$ cat config.mk
export PLATFORM = sky130hd
export DESIGN_NAME = bus_readback
export DESIGN_NICKNAME = d
export VERILOG_FILES = /design/src/rtl/gpu_pkg.sv /design/src/rtl/gpu_addr_decode.sv /design/src/rtl/bus_readback.sv
export SDC_FILE = /design/constraint.sdc
export NUM_CORES = 1
export LEC_CHECK = 0
export CORE_ASPECT_RATIO = 1.2
export CORE_MARGIN = 8
export CORE_UTILIZATION = 47
export CTS_BUF_LIST = sky130_fd_sc_hd__clkbuf_2 sky130_fd_sc_hd__clkbuf_4 sky130_fd_sc_hd__clkbuf_8
export DETAILED_ROUTE_END_ITERATION = 10
export GPL_TIMING_DRIVEN = 0
export PLACE_DENSITY = 0.83
export RECOVER_POWER = 50
export REMOVE_ABC_BUFFERS = 1
export SLEW_MARGIN = 5
export SYNTH_ARGS = -nofsm -noshare
export SYNTH_HDL_FRONTEND = slang
export SYNTH_SLANG_ARGS = --single-unit
$ cat constraint.sdc
create_clock -name clk -period 2.95 [get_ports clk]
set_input_delay 0.295 -clock clk [delete_from_list [all_inputs] [get_ports clk]]
set_output_delay 0.295 -clock clk [all_outputs]
set_load 0.005 [all_outputs]
$ cat src/rtl/gpu_pkg.sv
// Shared GPU definitions: register indices, memory-map boundaries and the
// region/state encodings used by both the read and write bus interfaces.
package gpu_pkg;

  localparam int PTR_W = 16;

  localparam logic [2:0] REG_INCR   = 3'd3;
  localparam logic [2:0] REG_PTR_LO = 3'd4;
  localparam logic [2:0] REG_PTR_HI = 3'd5;
  localparam logic [2:0] REG_DATA   = 3'd6;
  localparam logic [2:0] REG_STATUS = 3'd7;

  localparam logic [PTR_W-1:0] TILE_END = 16'h0800;
  localparam logic [PTR_W-1:0] ATTR_END = 16'h1800;

  typedef enum logic [1:0] {
    REGION_TILE,
    REGION_ATTR,
    REGION_COLOR
  } region_e;

  typedef enum logic [1:0] {
    ST_IDLE,
    ST_ISSUE,
    ST_WAIT
  } rd_state_e;

endpackage

$ cat src/rtl/gpu_addr_decode.sv
// Splits a 16-bit data-port pointer into the memory region it falls in and
// the local address inside that memory.
module gpu_addr_decode
  import gpu_pkg::*;
(
  input  logic [15:0] ptr,
  output region_e     region,
  output logic [11:0] local_addr
);

  always_comb begin
    region     = REGION_COLOR;
    local_addr = {8'h00, ptr[3:0]};
    if (ptr < TILE_END) begin
      region     = REGION_TILE;
      local_addr = {1'b0, ptr[10:0]};
    end else if (ptr < ATTR_END) begin
      region     = REGION_ATTR;
      // Attribute space spans exactly 4 KiB, so the low 12 bits of the
      // offset are all that matter.
      local_addr = ptr[11:0] - TILE_END[11:0];
    end
  end

endmodule

$ cat src/rtl/bus_readback.sv
// CPU read path of the GPU register window: register read mux plus a
// prefetching data port that borrows the memory read ports when granted.
module bus_readback
  import gpu_pkg::*;
(
  input  logic        clk,
  input  logic        rst_n,
  input  logic        bus_cs,
  input  logic        bus_rw,
  input  logic [2:0]  bus_addr,
  output logic [7:0]  data_out,
  output logic        data_oe,
  input  logic        ptr_load,
  input  logic [15:0] ptr_load_value,
  input  logic [7:0]  incr_value,
  input  logic        mem_rd_grant,
  output logic [10:0] tile_rd_addr,
  output logic [11:0] attr_rd_addr,
  output logic [3:0]  color_rd_addr,
  output logic        mem_rd_en,
  input  logic [7:0]  tile_rd_data,
  input  logic [7:0]  attr_rd_data,
  input  logic [7:0]  color_rd_data
);

  rd_state_e        state, state_next;
  logic [PTR_W-1:0] ptr;
  logic [7:0]       buffer;
  logic             buf_valid;
  region_e          region_q;
  logic             cs_q;
  logic             acc_data;

  region_e     cur_region;
  logic [11:0] cur_local;
  logic        cs_rise, cs_fall, advance, restart, issue, capture;
  logic [7:0]  rd_mux, mem_sel;

  gpu_addr_decode u_decode (
    .ptr        (ptr),
    .region     (cur_region),
    .local_addr (cur_local)
  );

  // Memory handshake: a read is issued only in a cycle where state is ISSUE
  // and mem_rd_grant is high; the addressed memory returns data one cycle
  // later, which is captured in WAIT unless a pointer change supersedes it.
  assign cs_rise = bus_cs & ~cs_q;
  assign cs_fall = ~bus_cs & cs_q;
  assign advance = cs_fall & acc_data;
  assign restart = ptr_load | advance;
  assign issue   = (state == ST_ISSUE) & mem_rd_grant;
  assign capture = (state == ST_WAIT) & ~restart;

  assign mem_rd_en     = issue;
  assign tile_rd_addr  = (issue && cur_region == REGION_TILE)  ? cur_local[10:0] : 11'd0;
  assign attr_rd_addr  = (issue && cur_region == REGION_ATTR)  ? cur_local       : 12'd0;
  assign color_rd_addr = (issue && cur_region == REGION_COLOR) ? cur_local[3:0]  : 4'd0;

  always_comb begin
    state_next = state;
    case (state)
      ST_IDLE:  if (!buf_valid) state_next = ST_ISSUE;
      ST_ISSUE: if (mem_rd_grant) state_next = ST_WAIT;
      ST_WAIT:  state_next = ST_IDLE;
      default:  state_next = ST_IDLE;
    endcase
    if (restart) state_next = ST_ISSUE;
  end

  always_comb begin
    rd_mux = 8'h00;
    case (bus_addr)
      REG_INCR:   rd_mux = incr_value;
      REG_PTR_LO: rd_mux = ptr[7:0];
      REG_PTR_HI: rd_mux = ptr[15:8];
      REG_DATA:   rd_mux = buffer;
      REG_STATUS: rd_mux = {7'b0, buf_valid};
      default:    rd_mux = 8'h00;
    endcase
  end

  always_comb begin
    mem_sel = color_rd_data;
    case (region_q)
      REGION_TILE: mem_sel = tile_rd_data;
      REGION_ATTR: mem_sel = attr_rd_data;
      default:     mem_sel = color_rd_data;
    endcase
  end

  always_ff @(posedge clk or negedge rst_n) begin
    if (!rst_n) begin
      state     <= ST_IDLE;
      ptr       <= '0;
      buffer    <= 8'h00;
      buf_valid <= 1'b0;
      region_q  <= REGION_TILE;
    end else begin
      state <= state_next;
      if (issue) region_q <= cur_region;
      // A load takes priority over a data-port advance in the same cycle.
      if (ptr_load)     ptr <= ptr_load_value;
      else if (advance) ptr <= ptr + {8'h00, incr_value};
      if (restart) begin
        buf_valid <= 1'b0;
      end else if (capture) begin
        buf_valid <= 1'b1;
        buffer    <= mem_sel;
      end
    end
  end

  always_ff @(posedge clk or negedge rst_n) begin
    if (!rst_n) begin
      cs_q     <= 1'b0;
      acc_data <= 1'b0;
      data_out <= 8'h00;
      data_oe  <= 1'b0;
    end else begin
      cs_q <= bus_cs;
      if (cs_rise) begin
        acc_data <= bus_rw && (bus_addr == REG_DATA);
        if (bus_rw) begin
          data_out <= rd_mux;
          data_oe  <= 1'b1;
        end
      end else if (cs_fall) begin
        acc_data <= 1'b0;
        data_oe  <= 1'b0;
      end
    end
  end

endmodule
-- Yosys cells after proc, flatten, opt, wreduce, memory -nomap -nowiden
Cells that the tools add are included.
- flip-flop bits (word level): 40
- add/sub/neg operators: 2
- magnitude comparators: 2
- equality and inequality tests: 13
- muxes and demuxes: 21
- bitwise logic cells: 9
- reductions and logical operators: 14
- operators with widths (kind ; count):
    one-hot mux 8 bit (5 select lines) ; 1
    two-way mux 12 bit ; 3
    two-way mux 16 bit ; 2
    adder 16 x 8 -> 16 bit ; 1
    less-than comparator 16 x 12 -> 1 bit (second input constant) ; 1
    less-than comparator 16 x 13 -> 1 bit (second input constant) ; 1
    one-hot mux 8 bit (2 select lines) ; 1
    equality test 3 bit (second input constant) ; 4
    subtractor 12 bit (second input constant) ; 1
    two-way mux 11 bit ; 1
    two-way mux 2 bit ; 5
    AND reduction 2 bit ; 4
    equality test 2 x 1 -> 1 bit (second input constant) ; 3
    zero test 2 bit ; 3
    two-way mux 1 bit ; 6
    inequality test 3 bit (second input constant) ; 2
    nonzero test 2 bit ; 3
    bitwise AND 1 bit ; 5
    equality test 2 bit (second input constant) ; 2
    logical AND 1 bit ; 4
    two-way mux 4 bit ; 1
    one-hot mux 2 bit (2 select lines) ; 1
    equality test 3 x 2 -> 1 bit (second input constant) ; 1
    NOT 1 bit ; 3
    other kinds (2) ; 2

-- Depth between registers and ports, before layout
Gate-level depths: netlist of the first run.
- depth in word-level cells: 8
- mapped depth: 9
- gate-level depth less buffers: 8

-- Hierarchy
From an unflattened synthesis of the first run, not the netlist that was laid out.
- cell total of the unflattened synthesis: 340
- area, all modules: 2850.2 um2
- by module, submodules not included (module ; instances ; cells each ; area each (um2) ; sequential area each (um2)):
    bus_readback ; 1 ; 323 ; 2727.6 ; 1001.0
    gpu_addr_decode ; 1 ; 17 ; 122.6 ; 0.0

-- Least setup slack after synthesis of the first run
OpenSTA, ideal clock, no wires.
- kind: flip-flop to flip-flop
- from: reg ptr[0]
- to: reg ptr[14]
- data arrival time: 2.056 ns
- required time: 2.813 ns
- path slack: 0.757 ns
- stages on the path, launching flop included: 9
- clock period less this slack: 2.193 ns
- cell sequence: dfrtp_1 > ha_1 > fa_1 > a21oi_1 > o21ai_2 > a21boi_4 > mux2_1 > a211oi_1 > a21oi_1
- longest elaborated chain between the ends: 3
- RTL lines (item ; line ; text):
    from (decl) ; bus_readback.sv:27 ; logic [PTR_W-1:0] ptr;
    from (signal assigned) ; bus_readback.sv:103 ; if (ptr_load) ptr <= ptr_load_value;
    from (signal assigned) ; bus_readback.sv:104 ; else if (advance) ptr <= ptr + {8'h00, incr_value};
    adder 16 x 8 -> 16 bit ; bus_readback.sv:104 ;
    two-way mux 16 bit ; bus_readback.sv:104 ;
    two-way mux 16 bit ; bus_readback.sv:103 ;
Every way passes these cells. The select of a mux whose other input is x is not followed.
A chain may end at the register's enable or synchronous reset.

-- Worst setup path after layout of the first run
- from: reg ptr[14]
- to: out tile_rd_addr[4]
- longest elaborated chain between the ends: 6
- RTL lines (item ; line ; text):
    less-than comparator 16 x 13 -> 1 bit ; gpu_addr_decode.sv:17 ; end else if (ptr < ATTR_END) begin
    two-way mux 2 bit ; gpu_addr_decode.sv:17 ;
    two-way mux 2 bit ; gpu_addr_decode.sv:14 ; if (ptr < TILE_END) begin
    zero test 2 bit ; bus_readback.sv:56 ; assign tile_rd_addr = (issue && cur_region == REGION_TILE) ? cur_local[10:0] : 11'd0;
    logical AND 1 bit ; bus_readback.sv:56 ;
    two-way mux 11 bit (*) ; bus_readback.sv:56 ;
    to (decl) ; bus_readback.sv:17 ; output logic [10:0] tile_rd_addr,
Mark *: on every way between the ends. The rest lies on a longest branch, timed or not.

==> summary.md, run 1 <==
| Metric | Value |
|---|---|
| # diodes | `0` |
| Fillers | `466` |
| Pin count of the biggest net entering global routing | `36` |
| ANT nets after route | `0` |
| WP buf/inv | `1` |
| Placed Area | `around 0.0036 mm2` |
| CTS H-tree lvls | `2` |
| Total gr overflow | `0` |
| FF+latch count, synth | `40` |
| DR WL/cell | `around 18 um` |
| Number of global-route vias before repair | `between 2k and 3k` |
| Net switching power | `around 0.00048 W` |
| Routability congestion estimate | `between 0.9 and 1` |
| Reg power frac | `43.8%` |
| CP Class | `flip-flop to output pin` |
| Layout cells sized above 1 | `between 6 and 7%` |
| Worst Path Required | `approximately 2700 ps` |
| Top Family by Delay on Critical Path | `simple AND/OR/NAND/NOR gates` |
| Core ar. | `about 0.0056 mm2` |
| Logic pwr share | `between 20% and 30%` |
| CP max FO | `11` |
| Post-synth EDFFs | `0` |
| Tot Pwr | `around 0.0016 W` |
| Post-synth top area share | `approximately 37%` |
| Fin. max-slew vios | `0` |
| Post-Place Cells | `~450` |
| Area of the multi-input gates | `~0.0016 mm2` |
| Rel. slew slack | `roughly a quarter` |
| Min-Delay Path Class | `flip-flop to flip-flop` |
| Critical Path Stages | `5` |
| Post-DP HPWL | `around 6300 um` |
| Area contributors post-synth | `dfrtp_1 (37%), mux2i_1 (7.1%), o21ai_0 (6.3%)` |
| Netlist cell types | `between 40 and 50` |
| Final Setup Violations | `0` |
| Clk root buf | `clkbuf_8` |
| Ys flop type | `dfrtp_1` |
| Reg2reg path depth | `8` |
| Max-cap violations | `0` |
| Wire length of the first global-routing pass | `approximately 13000 um` |
| CTS tree | `built` |
| Hold-critical path depth | `2` |
| Post-DR vias/cell | `5.569` |
| CTS buffer count | `5` |
| Most frequent cells in the layout | `clkdlybuf4s50_1 (81), nand2_1 (40), dfrtp_1 (40)` |
| Clock Power Share | `between 30% and 40%` |
| I/O pin total | `94` |
| Detailed-route via count | `2534` |
| Area grow syn2layout | `40.51%` |
| F_max | `around 360 MHz` |
| Initial antenna violation count | `0` |
| # port buffers | `93` |
| CP Data Arrival Time | `2480 ps` |
| # DRC | `0` |
| GRT Total Usage | `19.46%` |
| Pre-antenna DRT Iters | `4` |
| Initial Util | `~48%` |
| RSZ-0062 raised after global routing | `no` |
| Routed WL | `slightly above 8000 um` |
| PD cells | `around 430 mW/mm2` |
| Worst Skew | `9.527 ps` |
| Final period util | `a little over nine tenths` |
| Lkg Pwr | `around 1.6 nW` |
| Run status | `finished clean` |
| Critical path cell sequence | `nor3_1, nand2_1, nor3_4, and2_1, clkdlybuf4s50_1` |
| Total Neg Setup Slack | `0 ps` |
| DRT iter0 DRCs | `approximately 130` |
| Finished Cell Area | `around 0.0038 mm2` |
| Gate Count Post-Synth | `between 300 and 400` |
| Worst hold margin | `approximately 480 ps` |
| Crit-path max cell delay | `520 ps` |
| Fin cells | `~460` |
| P_int | `approximately 0.0011 W` |
| Reg area | `0.001001 mm2` |
| Tightest Pin Transition | `between 1000 and 1500 ps` |
| Clock Tree Buf Depth | `2` |
| # nets final | `about 460` |
| Slowest-stage cell, CP | `clkdlybuf4s50_1` |
| Post-layout min period | `about 2800 ps` |
| Worst setup SP type | `flip-flop` |
| Most common cell after layout, fill and taps aside | `clkdlybuf4s50_1` |
| Sw frac | `29.93%` |
| Die area | `~0.0084 mm2` |
| Die Span X | `roughly 85 um` |
| Fraction of registers with async set/reset | `between 90% and 100%` |
| Clock slew at reported path FFs | `approximately 80 ps` |
| YS warnings | `0` |
| Die Ht | `98.78 um` |
| Crit end category | `output pin` |
| Final hold violation count | `0` |
| Worst-Skew Late Latency | `approximately 300 ps` |
| Sequential cell area fraction in the yosys report | `a little under two fifths` |
| Syn Std Cell Area | `roughly 0.0027 mm2` |
| Avg Cell Area, Syn | `8.799 um2` |
| Leading area contributor after synthesis | `dfrtp_1` |
| # clock sinks | `40` |
| Rows | `30` |
| Peak VDD IR | `about 0.21 mV` |
==> power groups by stage <==
stage               registers, W  logic, W  clock network (W)
floorplan               0.000688  0.000223                  0
global placement        0.000708  0.000406                  0
detailed placement      0.000713  0.000423                  0
CTS                     0.000703  0.000429           0.000482
global route            0.000715  0.000465           0.000511
finish                  0.000704  0.000419           0.000483
==> stage by stage <==
stage,setup slack (ps),util [%]
after detailed placement,-305.5,65.19
after CTS,54.86,67.67
after global placement,-239.7,64.79
after global routing,15.10,67.43
after floorplan,766.5,-
final,170.4,67.43
==> cells in the mapped netlist (2+ instances only) <==
master,n
mux2i_1,19
a22o_1,12
o21ai_0,34
buf_2,6
nor2_1,18
ha_1,10
nand2_1,40
and2_2,4
xor2_1,3
a21oi_1,24
nor2b_1,3
nor3_1,4
inv_1,7
dfrtp_1,40
a211oi_2,2
nand3b_1,3
nor3b_1,2
xnor2_1,11
and2_1,23
a21o_1,3
clkbuf_1,11
nand3_1,5
o21ai_1,2
==> timing repair <==
item | in CTS | in global routing
hold buffers | 1 | 0
setup endpoints to repair | 17 | 11
setup buffers | 0 | 0
gates resized for setup | 2 | 2
endpoints found under the hold margin | 18 | 0
gates cloned | 0 | 0
==> flip-flops by register name, summed over array words and instances (netlist names), 2 cells and up <==
| name | cells |
|---|---|
| buffer | 8 |
| ptr | 16 |
| data_out | 8 |
| region_q | 2 |
| state | 2 |
==> worst register-to-register path, cell delays in order (launching register included) <==
cell	delay, ps
dfrtp_1	450
ha_1	250
fa_1	420
a21oi_1	250
o21ai_2	120
a21boi_4	230
mux2_1	360
a211oi_1	210
a21oi_1	70
==> final cells by class <==
class / count / share of cell area, %
Multi-Input combinational cell: 241 / 42.53
Sequential cell: 40 / 26.54
Timing Repair Buffer: 95 / 24.88
Clock buffer: 6 / 2.190
Tap cell: 64 / 2.123
Clock inverter: 2 / 1.029
Inverter: 7 / 0.6967
==> final timing paths <==
| kind | slack, ps | startpoint | end |
|---|---|---|---|
| max in group asynchronous | 700 | rst_n | buffer[1] |
| worst max register to register | 420 | ptr[0] | ptr[14] |
| min in group asynchronous | 690 | rst_n | ptr[2] |
| worst min register to register | 480 | data_out[7] | data_out[7] |
| worst max-delay path | 170 | ptr[14] | tile_rd_addr[4] |
| worst min-delay path | 480 | data_out[7] | data_out[7] |
==> routing by layer <==
layer  vias to the layer above  GRT usage, %  wire length, um  share of wire [%]
met5                         -             0                0                  0
met4                         0         8.104              243                3.0
met2                       104         33.61             4088                 51
li1                       1232             -                -                  -
met3                        23         4.829              534                6.6
met1                      1175         22.13             3185                 40
==> cell families after synthesis <==
group                      synth area share [%]
xor gates and xnor gates                  4.569
DFF                                       37.30
and+or+nand+nor                           20.28
AOI/OAI and AO/OA                         19.91
adders and majority gates                 5.408
muxes                                     8.904
buffers and inverters                     3.637
No activity file was read; power rests on OpenSTA's default activity.
==> run 2: changes to the inputs <==
- CORE_UTILIZATION: 47 -> 45
- PLACE_DENSITY: 0.83 -> 0.8
==> run 2 against run 1 <==
Net effect: clock skew down 2.9 ps; register-to-register slack better by 40 ps; clock power down 24%; global-route usage down 1.3 points; sequential power about the same; count of clock-buffer cells in the layout down 1; via count down 1.8%; non-clock buffer count unchanged; final cell count up 4.0%; power down 7.7%.
==> summary.md, run 2 (synthesized netlist as in run 1, its figures left out) <==
| Metric | Value |
|---|---|
| Endpoint of the lowest-slack register-to-register path | `ptr[14]` |
| Placed Area | `approximately 0.0037 mm2` |
| Post-layout min period | `between 2000 and 3000 ps` |
| F_max | `approximately 360 MHz` |
| Hold Crit Endpoint | `buffer[0]` |
| CP max FO | `12` |
| CTS H-tree lvls | `2` |
| Tightest Pin Transition | `between 1000 and 1500 ps` |
| Logic pwr share | `approximately 28%` |
| Detailed-route via count | `about 2.5k` |
| Rel. slew slack | `8.497%` |
| Worst Path Required | `approximately 2700 ps` |
| Most common cell after layout, fill and taps aside | `clkdlybuf4s50_1` |
| P_int | `0.001013 W` |
| Post-Place Cells | `between 400 and 500` |
| GRT Total Usage | `between 15 and 20%` |
| Routability congestion estimate | `approximately 0.8` |
| Min-Delay Path Class | `flip-flop to flip-flop` |
| Area grow syn2layout | `39.91%` |
| Worst hold start | `buffer[0]` |
| Reg-to-Reg Start | `ptr[0]` |
| # nets final | `458` |
| Clock Tree Buf Depth | `2` |
| Initial antenna violation count | `0` |
| # clock sinks | `40` |
| Clk root buf | `clkbuf_8` |
| Die area | `~0.0087 mm2` |
| I/O pin total | `between 90 and 100` |
| PD cells | `around 400 mW/mm2` |
| Initial Util | `about 46%` |
| Net switching power | `between 0.0004 and 0.0005 W` |
| Core ar. | `between 0.005 and 0.006 mm2` |
| Number of global-route vias before repair | `2584` |
| Routed WL | `between 7000 and 8000 um` |
| Final hold violation count | `0` |
| Post-DR vias/cell | `approximately 5.3` |
| Reg2reg path depth | `8` |
| Max FFs per register | `16` |
| CP Data Arrival Time | `2480 ps` |
| Reg power frac | `around 48%` |
| Reg2Reg Setup Slack | `460 ps` |
| Slowest-stage cell, CP | `clkdlybuf4s50_1` |
| CTS tree | `built` |
| Final Setup Violations | `0` |
| Wire length of the first global-routing pass | `roughly 12000 um` |
| Critical path cell sequence | `nand3b_1, inv_1, nand2_1, nor2_2, and2_2, clkdlybuf4s50_1` |
| Crit-path max cell delay | `roughly 510 ps` |
| Biggest regs | `ptr x16, buffer x8, data_out x8` |
| Top Family by Delay on Critical Path | `simple AND/OR/NAND/NOR gates` |
| CTS buffer count | `5` |
| Clock Power Share | `24.8%` |
| Crit end category | `output pin` |
| Die Span X | `~87 um` |
| Layout cells sized above 1 | `under 10%` |
| Rows | `31` |
| Most flops, register | `ptr` |
| Max-cap violations | `0` |
| Hold-critical path depth | `2` |
| Worst Skew | `approximately 6.7 ps` |
| # diodes | `0` |
| Most frequent cells in the layout | `clkdlybuf4s50_1 (82), nand2_1 (40), dfrtp_1 (40)` |
| Post-DP HPWL | `~6200 um` |
| ANT nets after route | `0` |
| DRT iter0 DRCs | `between 150 and 200` |
| Worst-Skew Late Latency | `approximately 300 ps` |
| WP buf/inv | `2` |
| Fin. max-slew vios | `0` |
| Total gr overflow | `0` |
| Final period util | `a little over nine tenths` |
| DR WL/cell | `16.39 um` |
| Peak VDD IR | `around 0.2 mV` |
| Finished Cell Area | `between 0.003 and 0.004 mm2` |
| # port buffers | `between 90 and 100` |
| Lkg Pwr | `approximately 1.6 nW` |
| Clock slew at reported path FFs | `around 80 ps` |
| Fin cells | `roughly 470` |
| # DRC | `0` |
| Worst setup SP type | `flip-flop` |
| Pin count of the biggest net entering global routing | `36` |
| Die Ht | `slightly above 100 um` |
| CP Class | `flip-flop to output pin` |
| Run status | `finished clean` |
| RSZ-0062 raised after global routing | `no` |
| Pre-antenna DRT Iters | `4` |
| Sw frac | `about a third` |
[run 2: cell types whose count changed in the layout (fill, tap and decap cells not counted), sizes merged]
cell           previous run  this run
bufinv                    1         0
clkbuf                    8         7
clkdlybuf4s50            81        82
clkinv                    1         3
dlygate4sd3              12        11
[run 2: cell type report]
class | count | area [um2]
Timing Repair Buffer | 95 | 938.4
Clock buffer | 5 | 68.82
Inverter | 7 | 26.28
Tap cell | 82 | 102.6
Fill cell | 521 | 2141
Clock inverter | 3 | 18.77
Multi-Input combinational cell | 241 | 1599
Sequential cell | 40 | 1001
[run 2: power groups by stage]
stage / Clock (W) / Sequential [W] / Combinational (W)
after global routing: 0.000398 / 0.000715 / 0.000459
after global placement: 0 / 0.000710 / 0.000406
after CTS: 0.000373 / 0.000703 / 0.000423
after floorplan: 0 / 0.000688 / 0.000223
final: 0.000368 / 0.000704 / 0.000411
after detailed placement: 0 / 0.000714 / 0.000419
[run 2: worst max path at each step]
stage,from,to,cells past startpoint
after floorplan,ptr[0],ptr[14],8
after global placement,mem_rd_grant,tile_rd_addr[8],7
after detailed placement,mem_rd_grant,tile_rd_addr[8],7
after CTS,mem_rd_grant,tile_rd_addr[8],7
after global routing,state[1],attr_rd_addr[8],6
final,state[1],attr_rd_addr[8],6
[run 2: metal layers]
layer | vias to the layer above | GRT usage (%) | share of wire, %
met2 | 81 | 31.57 | 50
met5 | - | 0 | 0
met1 | 1151 | 20.74 | 42
met4 | 0 | 7.703 | 2.8
met3 | 17 | 3.915 | 4.9
li1 | 1239 | - | -
[run 2: through the flow]
step                      setup TNS, ps  power (W)  hold WS [ps]  utilization, %  setup slack, ps
final                                 0   0.001483         482.9           63.69            174.0
after global routing                  0   0.001573         516.2           63.69            51.41
after CTS                             0   0.001499         443.5           63.88            69.90
after detailed placement          -2988   0.001133         230.6           62.10           -317.3
after global placement            -2344   0.001116         458.8           61.84           -258.4
after floorplan                       0  0.0009111       -0.5911               -            766.5
[run 2: worst min-delay path, stage by stage (launching register included)]
cell     delay, ps
dfrtp_1        340
nand2_1         40
o21ai_0         60
[run 2: timing repair]
item | CTS | global route
cloned | 0 | 0
hold endpoints to repair | 13 | 0
gates resized for setup | 2 | 1
pin swaps | 0 | 0
endpoints found under the setup margin | 14 | 9
buffers inserted | 0 | 0
hold buffers | 1 | 0
==> run 3: changes to the inputs <==
- CORE_UTILIZATION: 45 -> 42
- PLACE_DENSITY: 0.8 -> 0.78
- clock period: 2.95 -> 2.2 ns (I/O delays scaled with it)
==> run 3 against run 2 <==
Net effect: combinational power grew 49%; register-to-register slack lost 430 ps; wire length grew 9.6%; power grew 41%; worst hold slack lost 46 ps; global-route usage grew 0.33 points; clock power grew 45%; final cell count grew 4.0%; largest cell class unchanged.
==> summary.md, run 3 (synthesized netlist as in run 1, its figures left out) <==
| Metric | Value |
|---|---|
| Run status | `finished clean` |
| Die Span X | `roughly 90 um` |
| # clock sinks | `40` |
| Most common cell after layout, fill and taps aside | `clkdlybuf4s50_1` |
| Clock Power Share | `between 20% and 30%` |
| Worst setup SP type | `flip-flop` |
| CP Data Arrival Time | `around 2000 ps` |
| # DRC | `0` |
| Setup ws final | `~30 ps` |
| Reg power frac | `between 40% and 50%` |
| Worst hold margin | `~440 ps` |
| Final period util | `a little over nine tenths` |
| Pin count of the biggest net entering global routing | `36` |
| Peak VDD IR | `between 0.2 and 0.25 mV` |
| DRT iter0 DRCs | `~130` |
| Net switching power | `0.0006443 W` |
| Max FFs per register | `16` |
| # diodes | `0` |
| Core ar. | `0.006326 mm2` |
| Detailed-route via count | `2617` |
| CTS tree | `built` |
| Most flops, register | `ptr` |
| RSZ-0062 raised after global routing | `yes` |
| Sw frac | `30.74%` |
| Die Ht | `roughly 100 um` |
| Pre-antenna DRT Iters | `4` |
| Worst Skew | `6.592 ps` |
| Rows | `32` |
| Wire length of the first global-routing pass | `13340 um` |
| Crit end category | `output pin` |
| Most frequent cells in the layout | `clkdlybuf4s50_1 (58), nand2_1 (39), dfrtp_1 (37)` |
| Post-Place Worst Slack | `-968.2 ps` |
| Clk root buf | `clkbuf_8` |
| Worst-Skew Late Latency | `300 ps` |
| Final hold violation count | `0` |
| Logic pwr share | `just under 30%` |
| Biggest regs | `ptr x16, buffer x8, data_out x8` |
| Post-Place Cells | `approximately 470` |
| Tightest Pin Transition | `between 1000 and 1500 ps` |
| Util after Layout | `a little over three fifths` |
| Area grow syn2layout | `47.69%` |
| DR WL/cell | `17.27 um` |
| Lkg Pwr | `1.842 nW` |
| CP Class | `flip-flop to output pin` |
| Post-DR vias/cell | `between 5 and 6` |
| Initial Util | `a little over two fifths` |
| CTS H-tree lvls | `2` |
| PD cells | `528.8 mW/mm2` |
| Fin cells | `492` |
| F_max | `approximately 460 MHz` |
| CTS buffer count | `5` |
| CP max FO | `6` |
| I/O pin total | `94` |
| Min-Delay Path Class | `primary input to flip-flop` |
| Rel. slew slack | `29.90%` |
| Routed WL | `approximately 8500 um` |
| # port buffers | `93` |
| # nets final | `between 400 and 500` |
| Clock slew at reported path FFs | `~80 ps` |
| Worst Path Required | `between 1500 and 2000 ps` |
| Clock Tree Buf Depth | `2` |
| Routability congestion estimate | `0.8704` |
| Post-layout min period | `roughly 2200 ps` |
| ANT nets after route | `0` |
| GRT Total Usage | `around 18%` |
| Total gr overflow | `0` |
| Die area | `0.009214 mm2` |
| Post-DP HPWL | `roughly 6300 um` |
| Number of global-route vias before repair | `~2.8k` |
| P_int | `roughly 0.0015 W` |
| Fin. max-slew vios | `0` |
| Tot Pwr | `~0.0021 W` |
| Max-cap violations | `0` |
| Final Setup Violations | `0` |
| Initial antenna violation count | `0` |
| Layout cells sized above 1 | `about 15%` |
-- run 3: changes by cell type in the layout (fill, tap and decap cells not counted), moves of 3 or more --
cell | previous run | this run
buf_4 | 0 | 15
dlygate4sd2_1 | 0 | 10
dfrtp_2 | 0 | 3
clkbuf_2 | 0 | 6
dfrtp_1 | 40 | 37
dlymetal6s2s_1 | 0 | 6
clkdlybuf4s50_1 | 82 | 58
-- run 3: power groups by stage --
stage | registers (W) | clock network, W | logic (W)
detailed placement | 0.000962 | 0 | 0.000564
floorplan | 0.000922 | 0 | 0.000299
global route | 0.000964 | 0.000558 | 0.000670
CTS | 0.000949 | 0.000537 | 0.000603
global placement | 0.000953 | 0 | 0.000542
finish | 0.000950 | 0.000532 | 0.000613
-- run 3: what timing repair did --
action	in CTS	in global routing
setup endpoints to repair	28	24
hold buffers	1	0
endpoints found under the hold margin	17	0
buffers inserted	12	5
gates resized for setup	33	27
pin swaps	6	3
-- run 3: path summary, 6_finish.rpt --
path                                     from              end  slack (ps)  cells after the start
worst max-delay path                 state[1]  tile_rd_addr[2]          30                      9
worst min-delay path            incr_value[0]           ptr[0]         440                      4
worst max register to register         ptr[0]          ptr[14]          30                      8
worst min register to register    data_out[7]      data_out[7]         480                      2
max in group asynchronous               rst_n        buffer[5]         500                      3
min in group asynchronous               rst_n          ptr[11]         600                      2
-- run 3: routing by layer --
layer / GRT usage, % / routed length (um)
met4: 9.297 / 278
met1: 20.37 / 3334
met5: 0 / 0
met2: 31.39 / 4342
met3: 4.585 / 543
-- run 3: layout make-up --
class | instances | area [um2]
Clock buffer | 7 | 96.34
Fill cell | 565 | 2362
Tap cell | 85 | 106.4
Inverter | 7 | 26.28
Multi-Input combinational cell | 241 | 1665
Sequential cell | 40 | 1005
Timing Repair Buffer | 112 | 1065
-- run 3: critical path: stages (launching register included) --
cell and delay (ps):
dfrtp_1 380, nand3b_1 260, inv_2 130, nand2_4 80, nor3_4 220, buf_12 130, buf_4 120, buf_4 100
and2_1 110, buf_2 110
-- run 3: metrics by stage --
step           instance area (um2)  setup TNS, ps
2_1_floorplan                 2613              0
4_1_cts                       3913         -597.8
3_3_place_gp                  3650         -19840
5_1_grt                       3964         -178.2
6_report                      3964              0
3_5_place_dp                  3672         -20470
